`src/rtl/fpu_pkg.sv`:
```
// fpu_pkg: opcodes, sequencer states and latency helpers
// shared by the FPU issue/complete sequencer slice.
package fpu_pkg;

  typedef enum logic [3:0] {
    FADD   = 4'd0,
    FSUB   = 4'd1,
    FMUL   = 4'd2,
    FDIV   = 4'd3,
    FSQRT  = 4'd4,
    FSGNJ  = 4'd5,
    FSGNJN = 4'd6,
    FSGNJX = 4'd7,
    FEQ    = 4'd8,
    FLE    = 4'd9,
    FLT    = 4'd10,
    FCVTWS = 4'd11,
    FCVTSW = 4'd12
  } fpuop_e;

  typedef enum logic [1:0] {
    S_IDLE = 2'd0,
    S_EXEC = 2'd1,
    S_DONE = 2'd2
  } seq_state_e;

  localparam int unsigned LAT_ADD_DEF  = 3;
  localparam int unsigned LAT_MUL_DEF  = 3;
  localparam int unsigned LAT_DIV_DEF  = 10;
  localparam int unsigned LAT_SQRT_DEF = 7;
  localparam int unsigned LAT_MISC_DEF = 1;
  localparam int unsigned LAT_MAX_DEF  = 10;

  function automatic int unsigned lat_max(
    input int unsigned l_add,
    input int unsigned l_mul,
    input int unsigned l_div,
    input int unsigned l_sqrt,
    input int unsigned l_misc
  );
    int unsigned m;
    m = l_add;
    if (l_mul > m)  m = l_mul;
    if (l_div > m)  m = l_div;
    if (l_sqrt > m) m = l_sqrt;
    if (l_misc > m) m = l_misc;
    return m;
  endfunction

  function automatic logic is_illegal(input logic [3:0] op);
    return op > FCVTSW;
  endfunction

  function automatic int unsigned lat_of(
    input logic [3:0]  op,
    input int unsigned l_add,
    input int unsigned l_mul,
    input int unsigned l_div,
    input int unsigned l_sqrt,
    input int unsigned l_misc
  );
    int unsigned l;
    l = 1;
    case (op)
      FADD, FSUB: l = l_add;
      FMUL:       l = l_mul;
      FDIV:       l = l_div;
      FSQRT:      l = l_sqrt;
      FSGNJ, FSGNJN, FSGNJX,
      FEQ, FLE, FLT,
      FCVTWS, FCVTSW: l = l_misc;
      default:    l = 1;
    endcase
    return l;
  endfunction

endpackage

```
`src/rtl/fpu_seq_if.sv`:
```
// fpu_seq_if: request/response valid-ready channels
// between an issuing core and the FPU sequencer.
interface fpu_seq_if #(
  parameter int W    = 32,
  parameter int TAGW = 5
);
  logic            req_valid;
  logic            req_ready;
  logic [3:0]      req_op;
  logic [W-1:0]    req_src0;
  logic [W-1:0]    req_src1;
  logic [TAGW-1:0] req_tag;
  logic            rsp_valid;
  logic            rsp_ready;
  logic [W-1:0]    rsp_data;
  logic [TAGW-1:0] rsp_tag;
  logic            rsp_err;

  modport master (
    output req_valid, req_op, req_src0,
    output req_src1, req_tag, rsp_ready,
    input  req_ready, rsp_valid, rsp_data,
    input  rsp_tag, rsp_err
  );

  modport slave (
    input  req_valid, req_op, req_src0,
    input  req_src1, req_tag, rsp_ready,
    output req_ready, rsp_valid, rsp_data,
    output rsp_tag, rsp_err
  );
endinterface

```
`src/rtl/fpu_lat_cnt.sv`:
```
// fpu_lat_cnt: loadable down-counter with zero flag
// that times the in-flight FPU operation.
module fpu_lat_cnt #(
  parameter int unsigned CW = 4
) (
  input  logic          clk,
  input  logic          rstn,
  input  logic          i_load,
  input  logic [CW-1:0] i_load_val,
  input  logic          i_dec,
  output logic          o_zero
);

  logic [CW-1:0] r_cnt;

  always_ff @(posedge clk or negedge rstn) begin
    if (!rstn) begin
      r_cnt <= '0;
    end else if (i_load) begin
      r_cnt <= i_load_val;
    end else if (i_dec) begin
      r_cnt <= r_cnt - CW'(1);
    end
  end

  assign o_zero = (r_cnt == '0);

endmodule

```
`src/rtl/fpu_seq.sv`:
```
// fpu_seq: issues one FP op to the unit bank, waits the
// per-op latency and returns the selected result.
module fpu_seq
  import fpu_pkg::*;
#(
  parameter int unsigned W        = 32,
  parameter int unsigned TAGW     = 5,
  parameter int unsigned LAT_ADD  = LAT_ADD_DEF,
  parameter int unsigned LAT_MUL  = LAT_MUL_DEF,
  parameter int unsigned LAT_DIV  = LAT_DIV_DEF,
  parameter int unsigned LAT_SQRT = LAT_SQRT_DEF,
  parameter int unsigned LAT_MISC = LAT_MISC_DEF
) (
  input  logic         clk,
  input  logic         rstn,
  input  logic         flush,
  fpu_seq_if.slave     bus,
  output logic [3:0]   u_op,
  output logic [W-1:0] u_src0,
  output logic [W-1:0] u_src1,
  input  logic [W-1:0] add_res,
  input  logic [W-1:0] sub_res,
  input  logic [W-1:0] mul_res,
  input  logic [W-1:0] div_res,
  input  logic [W-1:0] sqrt_res,
  input  logic [W-1:0] misc_res,
  output logic         busy
);

  localparam int unsigned LAT_MAX =
    lat_max(LAT_ADD, LAT_MUL, LAT_DIV, LAT_SQRT, LAT_MISC);
  localparam int unsigned CW = $clog2(LAT_MAX + 1);

  if (LAT_ADD < 1 || LAT_MUL < 1 || LAT_DIV < 1 ||
      LAT_SQRT < 1 || LAT_MISC < 1) begin : g_lat_chk
    $error("fpu_seq: every LAT_* must be >= 1");
  end

  seq_state_e      r_state;
  seq_state_e      w_state_nxt;
  logic [3:0]      r_op;
  logic [W-1:0]    r_src0;
  logic [W-1:0]    r_src1;
  logic [TAGW-1:0] r_tag;
  logic [W-1:0]    r_data;
  logic            r_err;

  logic            w_accept;
  logic            w_dec;
  logic            w_cap;
  logic            w_zero;
  logic [CW-1:0]   w_ld_val;
  logic [W-1:0]    w_res;

  // Same-edge consume+accept keeps DONE->EXEC bubble-free.
  assign bus.req_ready = !flush &&
    ((r_state == S_IDLE) ||
     ((r_state == S_DONE) && bus.rsp_ready));

  assign w_accept = bus.req_valid && bus.req_ready;

  assign w_ld_val = CW'(lat_of(bus.req_op, LAT_ADD, LAT_MUL,
                               LAT_DIV, LAT_SQRT, LAT_MISC) - 1);

  fpu_lat_cnt #(
    .CW (CW)
  ) u_cnt (
    .clk        (clk),
    .rstn       (rstn),
    .i_load     (w_accept),
    .i_load_val (w_ld_val),
    .i_dec      (w_dec),
    .o_zero     (w_zero)
  );

  always_comb begin
    w_res = '0;
    unique case (1'b1)
      (r_op == FADD):  w_res = add_res;
      (r_op == FSUB):  w_res = sub_res;
      (r_op == FMUL):  w_res = mul_res;
      (r_op == FDIV):  w_res = div_res;
      (r_op == FSQRT): w_res = sqrt_res;
      (r_op >= FSGNJ && r_op <= FCVTSW):
                       w_res = misc_res;
      default:         w_res = '0;
    endcase
  end

  always_comb begin
    w_state_nxt = r_state;
    w_dec       = 1'b0;
    w_cap       = 1'b0;
    unique case (r_state)
      S_IDLE: begin
        if (w_accept) w_state_nxt = S_EXEC;
      end
      S_EXEC: begin
        if (flush) begin
          w_state_nxt = S_IDLE;
        end else if (!w_zero) begin
          w_dec = 1'b1;
        end else begin
          w_cap       = 1'b1;
          w_state_nxt = S_DONE;
        end
      end
      S_DONE: begin
        if (flush) begin
          w_state_nxt = S_IDLE;
        end else if (bus.rsp_ready) begin
          w_state_nxt = w_accept ? S_EXEC : S_IDLE;
        end
      end
      default: w_state_nxt = S_IDLE;
    endcase
  end

  always_ff @(posedge clk or negedge rstn) begin
    if (!rstn) begin
      r_state <= S_IDLE;
      r_op    <= '0;
      r_src0  <= '0;
      r_src1  <= '0;
      r_tag   <= '0;
      r_data  <= '0;
      r_err   <= 1'b0;
    end else begin
      r_state <= w_state_nxt;
      if (w_accept) begin
        r_op   <= bus.req_op;
        r_src0 <= bus.req_src0;
        r_src1 <= bus.req_src1;
        r_tag  <= bus.req_tag;
      end
      if (w_cap) begin
        r_data <= w_res;
        r_err  <= is_illegal(r_op);
      end
    end
  end

  assign u_op          = r_op;
  assign u_src0        = r_src0;
  assign u_src1        = r_src1;
  assign bus.rsp_valid = (r_state == S_DONE);
  assign bus.rsp_data  = r_data;
  assign bus.rsp_tag   = r_tag;
  assign bus.rsp_err   = r_err;
  assign busy          = (r_state != S_IDLE);

endmodule

```
`src/flat_wrapper.sv`:
```
// flat-port wrapper written by rule: the top's interface ports become plain ports
module fpu_seq_flat import fpu_pkg::*;
#(
  parameter int unsigned W        = 32,
  parameter int unsigned TAGW     = 5,
  parameter int unsigned LAT_ADD  = LAT_ADD_DEF,
  parameter int unsigned LAT_MUL  = LAT_MUL_DEF,
  parameter int unsigned LAT_DIV  = LAT_DIV_DEF,
  parameter int unsigned LAT_SQRT = LAT_SQRT_DEF,
  parameter int unsigned LAT_MISC = LAT_MISC_DEF
)
  (clk, rstn, flush, u_op, u_src0, u_src1, add_res, sub_res, mul_res, div_res, sqrt_res, misc_res, busy, bus_req_valid, bus_req_op, bus_req_src0, bus_req_src1, bus_req_tag, bus_rsp_ready, bus_req_ready, bus_rsp_valid, bus_rsp_data, bus_rsp_tag, bus_rsp_err);
  fpu_seq_if #(.W(W), .TAGW(TAGW)) bus_i ();
  input  logic clk;
  input  logic rstn;
  input  logic flush;
  output logic [3:0] u_op;
  output logic [W-1:0] u_src0;
  output logic [W-1:0] u_src1;
  input  logic [W-1:0] add_res;
  input  logic [W-1:0] sub_res;
  input  logic [W-1:0] mul_res;
  input  logic [W-1:0] div_res;
  input  logic [W-1:0] sqrt_res;
  input  logic [W-1:0] misc_res;
  output logic busy;
  input wire logic [$bits(bus_i.req_valid)-1:0] bus_req_valid;
  input wire logic [$bits(bus_i.req_op)-1:0] bus_req_op;
  input wire logic [$bits(bus_i.req_src0)-1:0] bus_req_src0;
  input wire logic [$bits(bus_i.req_src1)-1:0] bus_req_src1;
  input wire logic [$bits(bus_i.req_tag)-1:0] bus_req_tag;
  input wire logic [$bits(bus_i.rsp_ready)-1:0] bus_rsp_ready;
  output wire logic [$bits(bus_i.req_ready)-1:0] bus_req_ready;
  output wire logic [$bits(bus_i.rsp_valid)-1:0] bus_rsp_valid;
  output wire logic [$bits(bus_i.rsp_data)-1:0] bus_rsp_data;
  output wire logic [$bits(bus_i.rsp_tag)-1:0] bus_rsp_tag;
  output wire logic [$bits(bus_i.rsp_err)-1:0] bus_rsp_err;
  assign bus_i.req_valid = bus_req_valid;
  assign bus_i.req_op = bus_req_op;
  assign bus_i.req_src0 = bus_req_src0;
  assign bus_i.req_src1 = bus_req_src1;
  assign bus_i.req_tag = bus_req_tag;
  assign bus_i.rsp_ready = bus_rsp_ready;
  assign bus_req_ready = bus_i.req_ready;
  assign bus_rsp_valid = bus_i.rsp_valid;
  assign bus_rsp_data = bus_i.rsp_data;
  assign bus_rsp_tag = bus_i.rsp_tag;
  assign bus_rsp_err = bus_i.rsp_err;
  fpu_seq #(.W(W), .TAGW(TAGW), .LAT_ADD(LAT_ADD), .LAT_MUL(LAT_MUL), .LAT_DIV(LAT_DIV), .LAT_SQRT(LAT_SQRT), .LAT_MISC(LAT_MISC)) u_core (.clk(clk), .rstn(rstn), .flush(flush), .bus(bus_i), .u_op(u_op), .u_src0(u_src0), .u_src1(u_src1), .add_res(add_res), .sub_res(sub_res), .mul_res(mul_res), .div_res(div_res), .sqrt_res(sqrt_res), .misc_res(misc_res), .busy(busy));
endmodule
```
`config.mk`:
```
export PLATFORM = sky130hd
export DESIGN_NAME = fpu_seq_flat
export DESIGN_NICKNAME = d
export VERILOG_FILES = /design/src/rtl/fpu_pkg.sv /design/src/rtl/fpu_seq_if.sv /design/src/rtl/fpu_lat_cnt.sv /design/src/rtl/fpu_seq.sv /design/src/flat_wrapper.sv
export SDC_FILE = /design/constraint.sdc
export NUM_CORES = 1
export LEC_CHECK = 0
export ABC_AREA = 1
export CAP_MARGIN = 20
export CORE_AREA = 10 10 137 139
export DETAILED_ROUTE_END_ITERATION = 12
export DIE_AREA = 0 0 147 149
export PLACE_DENSITY = 0.82
export SLEW_MARGIN = 5
export SYNTH_ARGS = -nofsm -noshare
export SYNTH_HDL_FRONTEND = slang
export SYNTH_SLANG_ARGS = --single-unit
```
`constraint.sdc`:
```
create_clock -name clk -period 4.1 [get_ports clk]
set_input_delay 1.025 -clock clk [delete_from_list [all_inputs] [get_ports clk]]
set_output_delay 1.025 -clock clk [all_outputs]
set_load 0.005 [all_outputs]
```
==> results of run 1 <==
[layout make-up]
type                    count  share of cell area
diodes                      1           0.0002459
clock buffers               9             0.02213
clock inverters             7            0.006147
inverters                  75             0.02766
multi-input cells         629              0.2640
flip-flops and latches    112              0.2754
well taps                 220             0.02705
repair buffers            386              0.3774
[stage by stage]
step	setup slack, ns	util	power (uW)	cell area, sq um	instances
after floorplan	1.818	-	2762	5961	856
after detailed placement	0.7107	0.6114	4173	9887	1422
after CTS	0.7041	0.6292	5061	10170	1438
after global placement	0.7411	0.6114	4128	9887	1422
after global routing	0.6017	0.6293	5373	10180	1439
final	0.7130	0.6293	5005	10180	1439
[registers in the layout, indices dropped and copies added, names as in the netlist]
signal               flops
u_core.u_op              4
u_core.r_state           2
u_core.bus.rsp_err       1
u_core.bus.rsp_tag       5
u_core.u_src0           32
u_core.u_cnt.r_cnt       4
u_core.u_src1           32
u_core.bus.rsp_data     32
[cell usage in the layout (no fill, tap or decap), types with 2 or more instances in the layout]
| master | Yosys | routed |
|---|---|---|
| nand2_1 | 419 | 419 |
| clkdlybuf4s50_1 | 0 | 377 |
| dfrtp_1 | 112 | 112 |
| inv_1 | 72 | 72 |
| nor2_1 | 61 | 60 |
| nand3_1 | 47 | 46 |
| nand4_1 | 33 | 33 |
| nor3_1 | 19 | 19 |
| nand2_2 | 13 | 13 |
| o21ai_0 | 12 | 12 |
| o21ai_1 | 10 | 10 |
| clkbuf_16 | 0 | 9 |
| buf_4 | 2 | 9 |
| nor2_4 | 3 | 4 |
| nor2_2 | 3 | 3 |
| inv_2 | 3 | 3 |
| inv_8 | 0 | 3 |
| nand2_4 | 2 | 2 |
| clkinvlp_4 | 0 | 2 |
[layer usage]
metal	vias to the layer above	GRT usage	wire length, um
li1	3349	-	-
met1	3068	0.2700	10210
met2	313	0.3850	12140
met3	31	0.08404	2817
met4	0	0.06492	597
met5	-	0	0
[power by group]
| group | leakage [uW] | internal, uW | switching (uW) |
|---|---|---|---|
| Clock | 0.000137 | 426 | 437 |
| Sequential | 0.00141 | 1490 | 236 |
| Combinational | 0.00341 | 1250 | 1160 |
[worst register-to-register path: cells and delay by family (launching register included)]
| family | cells | cell delay, ns |
|---|---|---|
| compound gates | 1 | 0.09 |
| buf+inv | 2 | 0.88 |
| flops | 1 | 0.47 |
| simple gates | 5 | 1.00 |
[cell families after synthesis]
kind of cell | after synthesis | share of synthesized area
xor+xnor | 1 | 0.001470
compound gates | 24 | 0.02057
flops | 112 | 0.4702
buf+inv | 115 | 0.08123
fa+ha+maj | 1 | 0.002099
simple gates | 603 | 0.4244
[path summary, 6_finish.rpt]
kind	from	end	depth (start not counted)
max	flush	bus_req_ready	5
min	u_core.u_src1[0]	u_core.u_src1[0]	2
max reg2reg	u_core.u_op[3]	u_core.bus.rsp_data[1]	8
min reg2reg	u_core.u_src1[0]	u_core.u_src1[0]	2
max in group asynchronous	rstn	u_core.bus.rsp_data[9]	2
min in group asynchronous	rstn	u_core.u_src1[15]	1
==> flow_summary.yaml, run 1 <==
grt:
  antenna_found_initial: 1
  grt_pass1_wl_um: 39560
  grt-ovfl-total: 0
  grt_pass1_vias: 6929
  grtUsageTotal: 0.2290
  grt_max_degree: 66
setup_path:
  cp_max_fo: 3
  worstSetupEndpointType: "output port"
  crit_family: "buffers and inverters"
  cp.arrival_ns: 2.36
  startpoint_type: "input pin"
  cp.required_ns: 3.07
  slowest_stage: "clkdlybuf4s50_1"
  rrSetupSlack_ns: 1.60
  critPathMaxStageDelay_ns: 0.51
  path_cells: "clkdlybuf4s50_1 > nor2_1 > nand2_1 > inv_1 > clkdlybuf4s50_1"
  critPathBufInv: 3
  cpMostUsedCell: "clkdlybuf4s50_1"
  critical_path_class: "input pin to output port"
synth:
  ys_ff_latch: 112
  synth_ff_type: "dfrtp_1"
  syn-cell-area_sq_mm: 0.005961
  yosys-top-cells-count: "419 x nand2_1, 112 x dfrtp_1, 72 x inv_1"
  synth_edf_count: 0
  synth.area.top_cells: "dfrtp_1 47%, nand2_1 26%, inv_1 4.5%"
  ys_warn_count: 0
  syn-num-nets: 1127
  synth_top_area_share: 0.4702
  yosysMostFrequentCell: "nand2_1"
  ys_seq_area_frac: 0.4702
  ys_types: 26
  syn-instance-count: 856
  syn_avg_cell_area_sq_um: 6.963
  synth-async-reset-ratio: 1.000
  synth_top_area_cell: "dfrtp_1"
timing:
  min_period_over_period: 0.8261
  max_freq_ghz: 0.2952
  holdWs_ns: 0.4788
  max_slew.worst_pin.slew_ns: 0.8404
  skew_ns: 0.006942
  finalMaxSlewViolations: 0
  period_minus_slack_ns: 3.387
  slew_headroom: 0.4398
  hold_violations: 0
  rsz0062_at_grt: "no"
  finalSetupViolCount: 0
  tns_ns: 0
cells_and_area:
  area_growth_pct: 70.74
  fin_nets: 1484
  drive_above_1_share: 0.04433
  multi_input_area_sq_mm: 0.002686
  final-seq-area_sq_mm: 0.002803
  fillers: 1386
cts:
  cts-root-buf: "clkbuf_16"
  post_cts_buffers: 0
  clk_pin_slew_ns: 0.07
  cts_resized: 0
  cts-buffers-inserted: 9
  cts_tree: "built"
  hold_buffers: 0
  cts_buffer_depth: 2
  clock-sinks: 112
  h-tree-depth: 3
  clk_latency_ns: 0.35
power_and_ir_drop:
  ir_drop_mv: 0.2927
  p_leak_uw: 0.004961
  p_per_area_mw_per_mm2: 491.8
drt:
  vias: 6761
  ant_nets: 0
  drc: 0
  drt_pass1_iterations: 5
  wl_per_cell_um: 17.90
  drt_iter0_drc: 375
  via_per_inst: 4.698
  wirelength_um: 25760
placed_design:
  port_buffers: 378
  dp_hpwl_um: 20640
  place_congestion: 0.8936
floorplan:
  rows: 47
  dieArea_sq_mm: 0.02190
  die_w_um: 147
  io_pins: 379
  coreArea_sq_mm: 0.01617
  start_util: 0.3686
  die_h_um: 149
job:
  drv_cap: 0
outcome:
  status: "complete, no violations"
hold_path:
  min_path_type: "register to register"
(Power assumes the default switching activity.)
==> run 2: changes to the inputs <==
--- a/config.mk
+++ b/config.mk
@@ -7,10 +7,10 @@
 export LEC_CHECK = 0
 export ABC_AREA = 1
 export CAP_MARGIN = 20
-export CORE_AREA = 10 10 137 139
+export CORE_AREA = 10 10 101 193
 export DETAILED_ROUTE_END_ITERATION = 12
-export DIE_AREA = 0 0 147 149
-export PLACE_DENSITY = 0.82
+export DIE_AREA = 0 0 111 203
+export PLACE_DENSITY = 0.8
 export SLEW_MARGIN = 5
 export SYNTH_ARGS = -nofsm -noshare
 export SYNTH_HDL_FRONTEND = slang
==> constraint.sdc (replaced) <==
create_clock -name clk -period 3.36 [get_ports clk]
set_input_delay 0.84 -clock clk [delete_from_list [all_inputs] [get_ports clk]]
set_output_delay 0.84 -clock clk [all_outputs]
set_load 0.005 [all_outputs]
==> run 2 against run 1 <==
Via count fell by 0.18%. Combinational power rose by 25%. Clock-buffer cell count rose by 3. Register-to-register slack got worse by 0.46 ns. Non-clock buffer count rose by 3. Global-route usage rose by 0.34 points. Power rose by 22%. Clock skew fell by 0.0011 ns. Core utilization fell by 0.36 points. Critical path depth did not move. Wire length rose by 4.2%.
==> flow_summary.yaml, run 2 (synthesis gave the netlist of run 1 again) <==
grt:
  grt_pass1_vias: 6964
  met2_usage: 0.4057
  grt_max_degree: 67
  grtUsageTotal: 0.2324
  grt-busiest-layer: "met2"
  met1_usage: 0.2470
  antenna_found_initial: 1
  groute.layer.met3.usage: 0.07470
  grt-ovfl-total: 0
  grt_pass1_wl_um: 41370
power_and_ir_drop:
  ir_drop_mv: 0.3874
  netSwitchingPower_uw: 2228
  p_int_uw: 3901
  p_comb_frac: 0.491
  p_leak_uw: 0.004977
  p_per_area_mw_per_mm2: 602.1
  total_power_uw: 6128
  p_clk_frac: 0.165
  swShare: 0.3635
  seqPwrFrac: 0.344
floorplan:
  dieArea_sq_mm: 0.02253
  rows: 66
  start_util: 0.3664
  die_w_um: 111
  io_pins: 379
  die_h_um: 203
  coreArea_sq_mm: 0.01627
setup_path:
  cp_max_fo: 3
  startpoint_type: "input pin"
  cp.required_ns: 2.52
  critPathMaxStageDelay_ns: 0.51
  path_cells: "clkdlybuf4s50_1 > nor2_1 > nand2_1 > inv_1 > clkdlybuf4s50_1"
  cpMostUsedCell: "clkdlybuf4s50_1"
  critical_path_class: "input pin to output port"
  cp.arrival_ns: 2.18
  slowest_stage: "clkdlybuf4s50_1"
  worstSetupEndpointType: "output port"
timing:
  finalMaxSlewViolations: 0
  min_period_over_period: 0.9001
  max_freq_ghz: 0.3306
  max_slew.worst_pin.slew_ns: 0.8718
  slew_headroom: 0.4188
  hold_violations: 0
  tns_ns: 0
  rsz0062_at_grt: "no"
  finalSetupViolCount: 0
  skew_ns: 0.005823
  period_minus_slack_ns: 3.024
  holdWs_ns: 0.4793
drt:
  ant_nets: 0
  wirelength_um: 26850
  drc: 0
  vias: 6749
  via_per_inst: 4.736
  drt_pass1_iterations: 5
  wl_per_cell_um: 18.84
  drt_iter0_drc: 321
cts:
  cts_buffer_depth: 2
  hold_buffers: 0
  cts_tree: "built"
  h-tree-depth: 3
  clk_pin_slew_ns: 0.07
  cts-root-buf: "clkbuf_16"
  cts-buffers-inserted: 9
  clk_latency_ns: 0.34
  post_cts_buffers: 0
  cts_resized: 0
  clock-sinks: 112
job:
  drv_cap: 0
cells_and_area:
  area_growth_pct: 70.76
  final_cell_mix: "419 x nand2_1, 377 x clkdlybuf4s50_1, 112 x dfrtp_1"
  instances_no_fill: 1425
  fin_area_sq_mm: 0.01018
  fillers: 1479
  mostFrequentLayoutCell: "nand2_1"
  fin_nets: 1487
  drive_above_1_share: 0.04508
outcome:
  status: "complete, no violations"
placed_design:
  dp.cells: 1409
  place_area_sq_mm: 0.009902
  dp_hpwl_um: 21880
  port_buffers: 378
  place_congestion: 0.9268
hold_path:
  min_path_type: "register to register"
-- run 2: power groups by stage --
stage               clock [uW]  sequential (uW)  combinational [uW]
finish                    1010             2110                3010
global route              1110             2170                3320
CTS                       1050             2110                3050
detailed placement           0             2120                3040
global placement             0             2100                3000
floorplan                    0             2150                1220
-- run 2: final cells by class --
type,instances,area [sq um],share of cell area
repair buffers,389,3876,0.3808
flip-flops and latches,112,2803,0.2754
multi-input cells,629,2686,0.2639
inverters,75,281.5,0.02766
clock buffers,12,256.5,0.02520
well taps,204,255.2,0.02508
clock inverters,3,17.52,0.001721
diodes,1,2.502,0.0002459
-- run 2: through the flow --
stage	utilization	setup WS, ns
3_5_place_dp	0.6087	0.3260
3_3_place_gp	0.6087	0.3508
4_1_cts	0.6255	0.3162
5_1_grt	0.6257	0.2722
2_1_floorplan	-	1.448
6_report	0.6257	0.3356
-- run 2: path summary, 6_finish.rpt --
check | startpoint | end | slack (ns) | cells past startpoint
worst max-delay path | flush | bus_req_ready | 0.34 | 5
worst min-delay path | u_core.u_src1[14] | u_core.u_src1[14] | 0.48 | 2
worst max register to register | u_core.u_op[1] | u_core.bus.rsp_data[20] | 1.14 | 8
worst min register to register | u_core.u_src1[14] | u_core.u_src1[14] | 0.48 | 2
max in group asynchronous | rstn | u_core.bus.rsp_data[5] | 1.99 | 2
min in group asynchronous | rstn | u_core.u_src1[25] | 0.62 | 1
-- run 2: layer usage --
metal	wire [um]	vias to the layer above	part of all wire
li1	-	3349	-
met1	9969	3081	0.37
met2	13690	279	0.51
met3	2187	40	0.081
met4	1004	0	0.037
met5	0	-	0
-- run 2: critical path: cells and delay by family --
kind | cells | cell delay [ns]
buf+inv | 3 | 1.05
simple gates | 2 | 0.30
==> RTL change (config.mk and constraints of run 2) <==
Reset style: synchronous (`rstn`), changed in 2 clocked blocks.
--- a/src/rtl/fpu_lat_cnt.sv
+++ b/src/rtl/fpu_lat_cnt.sv
@@ -14,5 +14,5 @@
   logic [CW-1:0] r_cnt;
 
-  always_ff @(posedge clk or negedge rstn) begin
+  always_ff @(posedge clk) begin
     if (!rstn) begin
       r_cnt <= '0;
--- a/src/rtl/fpu_seq.sv
+++ b/src/rtl/fpu_seq.sv
@@ -117,5 +117,5 @@
   end
 
-  always_ff @(posedge clk or negedge rstn) begin
+  always_ff @(posedge clk) begin
     if (!rstn) begin
       r_state <= S_IDLE;
Function: differs if rstn is asserted again (counterexample within 4 cycles, from zero or initial values and one cycle with rstn low); with rstn held inactive, the same outputs for 10 cycles.
==> RTL change against run 2 <==
  * Cell area down 1.8%
  * First-iteration DRC count rose by 65%
  * Sequential cell count did not move
  * Worst setup slack lost 0.089 ns
  * Area after synthesis shrank 1.5%
  * Wire length increased by 2.8%
Power is not compared: it rests on default switching activity, and its combinational part moved more than twofold at a synthesized area within 25%.
==> RTL change: results (changes against run 2) <==
[yosys]
synthTopCellsByArea=dfxtp_1 38%, nand2_1 19%, nand3_1 14%, a21oi_1 9.4%, nor2_1 4.8%
synth_ff_type=dfxtp_1
synthTopCellsByCount=291 x nand2_1, 165 x nand3_1, 112 x dfxtp_1, 110 x a21oi_1, 75 x nor2_1
ys_seq_area_share_pct=38.2  ; -8.8 points
yosysUniqueCellTypes=23  ; -12%
async_reset_ff_share_pct=0  ; -100 points
syn_nets=1192  ; +5.8%

[global_route]
grt_max_degree=98  ; +46%
antenna_found_initial=2  ; +1
use_met3_pct=6.32  ; -1.2 points
use_met2_pct=41.3  ; +0.78 points
track_usage_pct=23.0  ; -0.22 points
grt_pass1_wl_um=41400  ; about the same

[routing]
wire_per_inst_um=18.8  ; -0.11%
drtIter0Drc=531  ; +65%
wl_met3_um=2220  ; +1.4%
met1_length_um=10100  ; +1.6%

[timing]
finalClockSkew_ns=0.00747  ; +0.00165 ns
tightest_slew_ns=0.959  ; +0.0867 ns

[setup_path]
crit_arrival_ns=2.27  ; +0.09 ns
reg2reg_slack_ns=1.30  ; +0.16 ns

[cells_and_area]
nNetsFinal=1527  ; +2.7%

[placed_design]
gp_congestion=0.916  ; -1.2%
dpl.hpwl_um=21600  ; -1.4%
placed_area_mm2=0.00973  ; -1.7%

[worst_hold_path]
hold_end=u_core.u_src0[11]

[outcome]
status=finished clean

## RTL change: cell type report
| cell class | instances | area (µm²) |
|---|---|---|
| Fill cell | 1525 | 6270 |
| Timing Repair Buffer | 392 | 3900 |
| Multi-Input combinational cell | 692 | 3150 |
| Sequential cell | 112 | 2240 |
| Tap cell | 204 | 255 |
| Clock buffer | 10 | 229 |
| Inverter | 49 | 185 |
| Clock inverter | 5 | 32.5 |
| Antenna cell | 2 | 5.00 |
## RTL change: kinds of logic (layout without fill, tap and decap cells)
group,count (synthesis),count (layout),synth area share (%)
flops,112,112,38.2
fa+ha+maj,1,1,0.213
buf+inv,117,456,8.76
other cells,0,2,0
compound gates,123,123,10.6
simple gates,568,568,42.2
## RTL change: stage by stage
stage | hold slack, ns | std cells | setup WS [ns]
6_report | 0.464 | 1466 | 0.246
5_1_grt | 0.481 | 1466 | 0.188
4_1_cts | 0.465 | 1464 | 0.252
3_5_place_dp | 0.454 | 1449 | 0.258
3_3_place_gp | 0.451 | 1449 | 0.276
2_1_floorplan | 0.460 | 921 | 1.41
## RTL change: power breakdown
| part | switching [mW] | internal (mW) |
|---|---|---|
| logic | 0.410 | 0.511 |
| registers | 0.0342 | 1.38 |
| clock network | 0.494 | 0.501 |
| total | 0.938 | 2.39 |
## RTL change: how the worst max path moves through the flow
| stage | startpoint | depth (start not counted) | endpoint | slack, ns |
|---|---|---|---|---|
| floorplan | flush | 3 | bus_req_ready | 1.41 |
| global placement | flush | 5 | bus_req_ready | 0.28 |
| detailed placement | flush | 5 | bus_req_ready | 0.26 |
| CTS | flush | 5 | bus_req_ready | 0.25 |
| global route | flush | 5 | bus_req_ready | 0.19 |
| finish | flush | 5 | bus_req_ready | 0.25 |
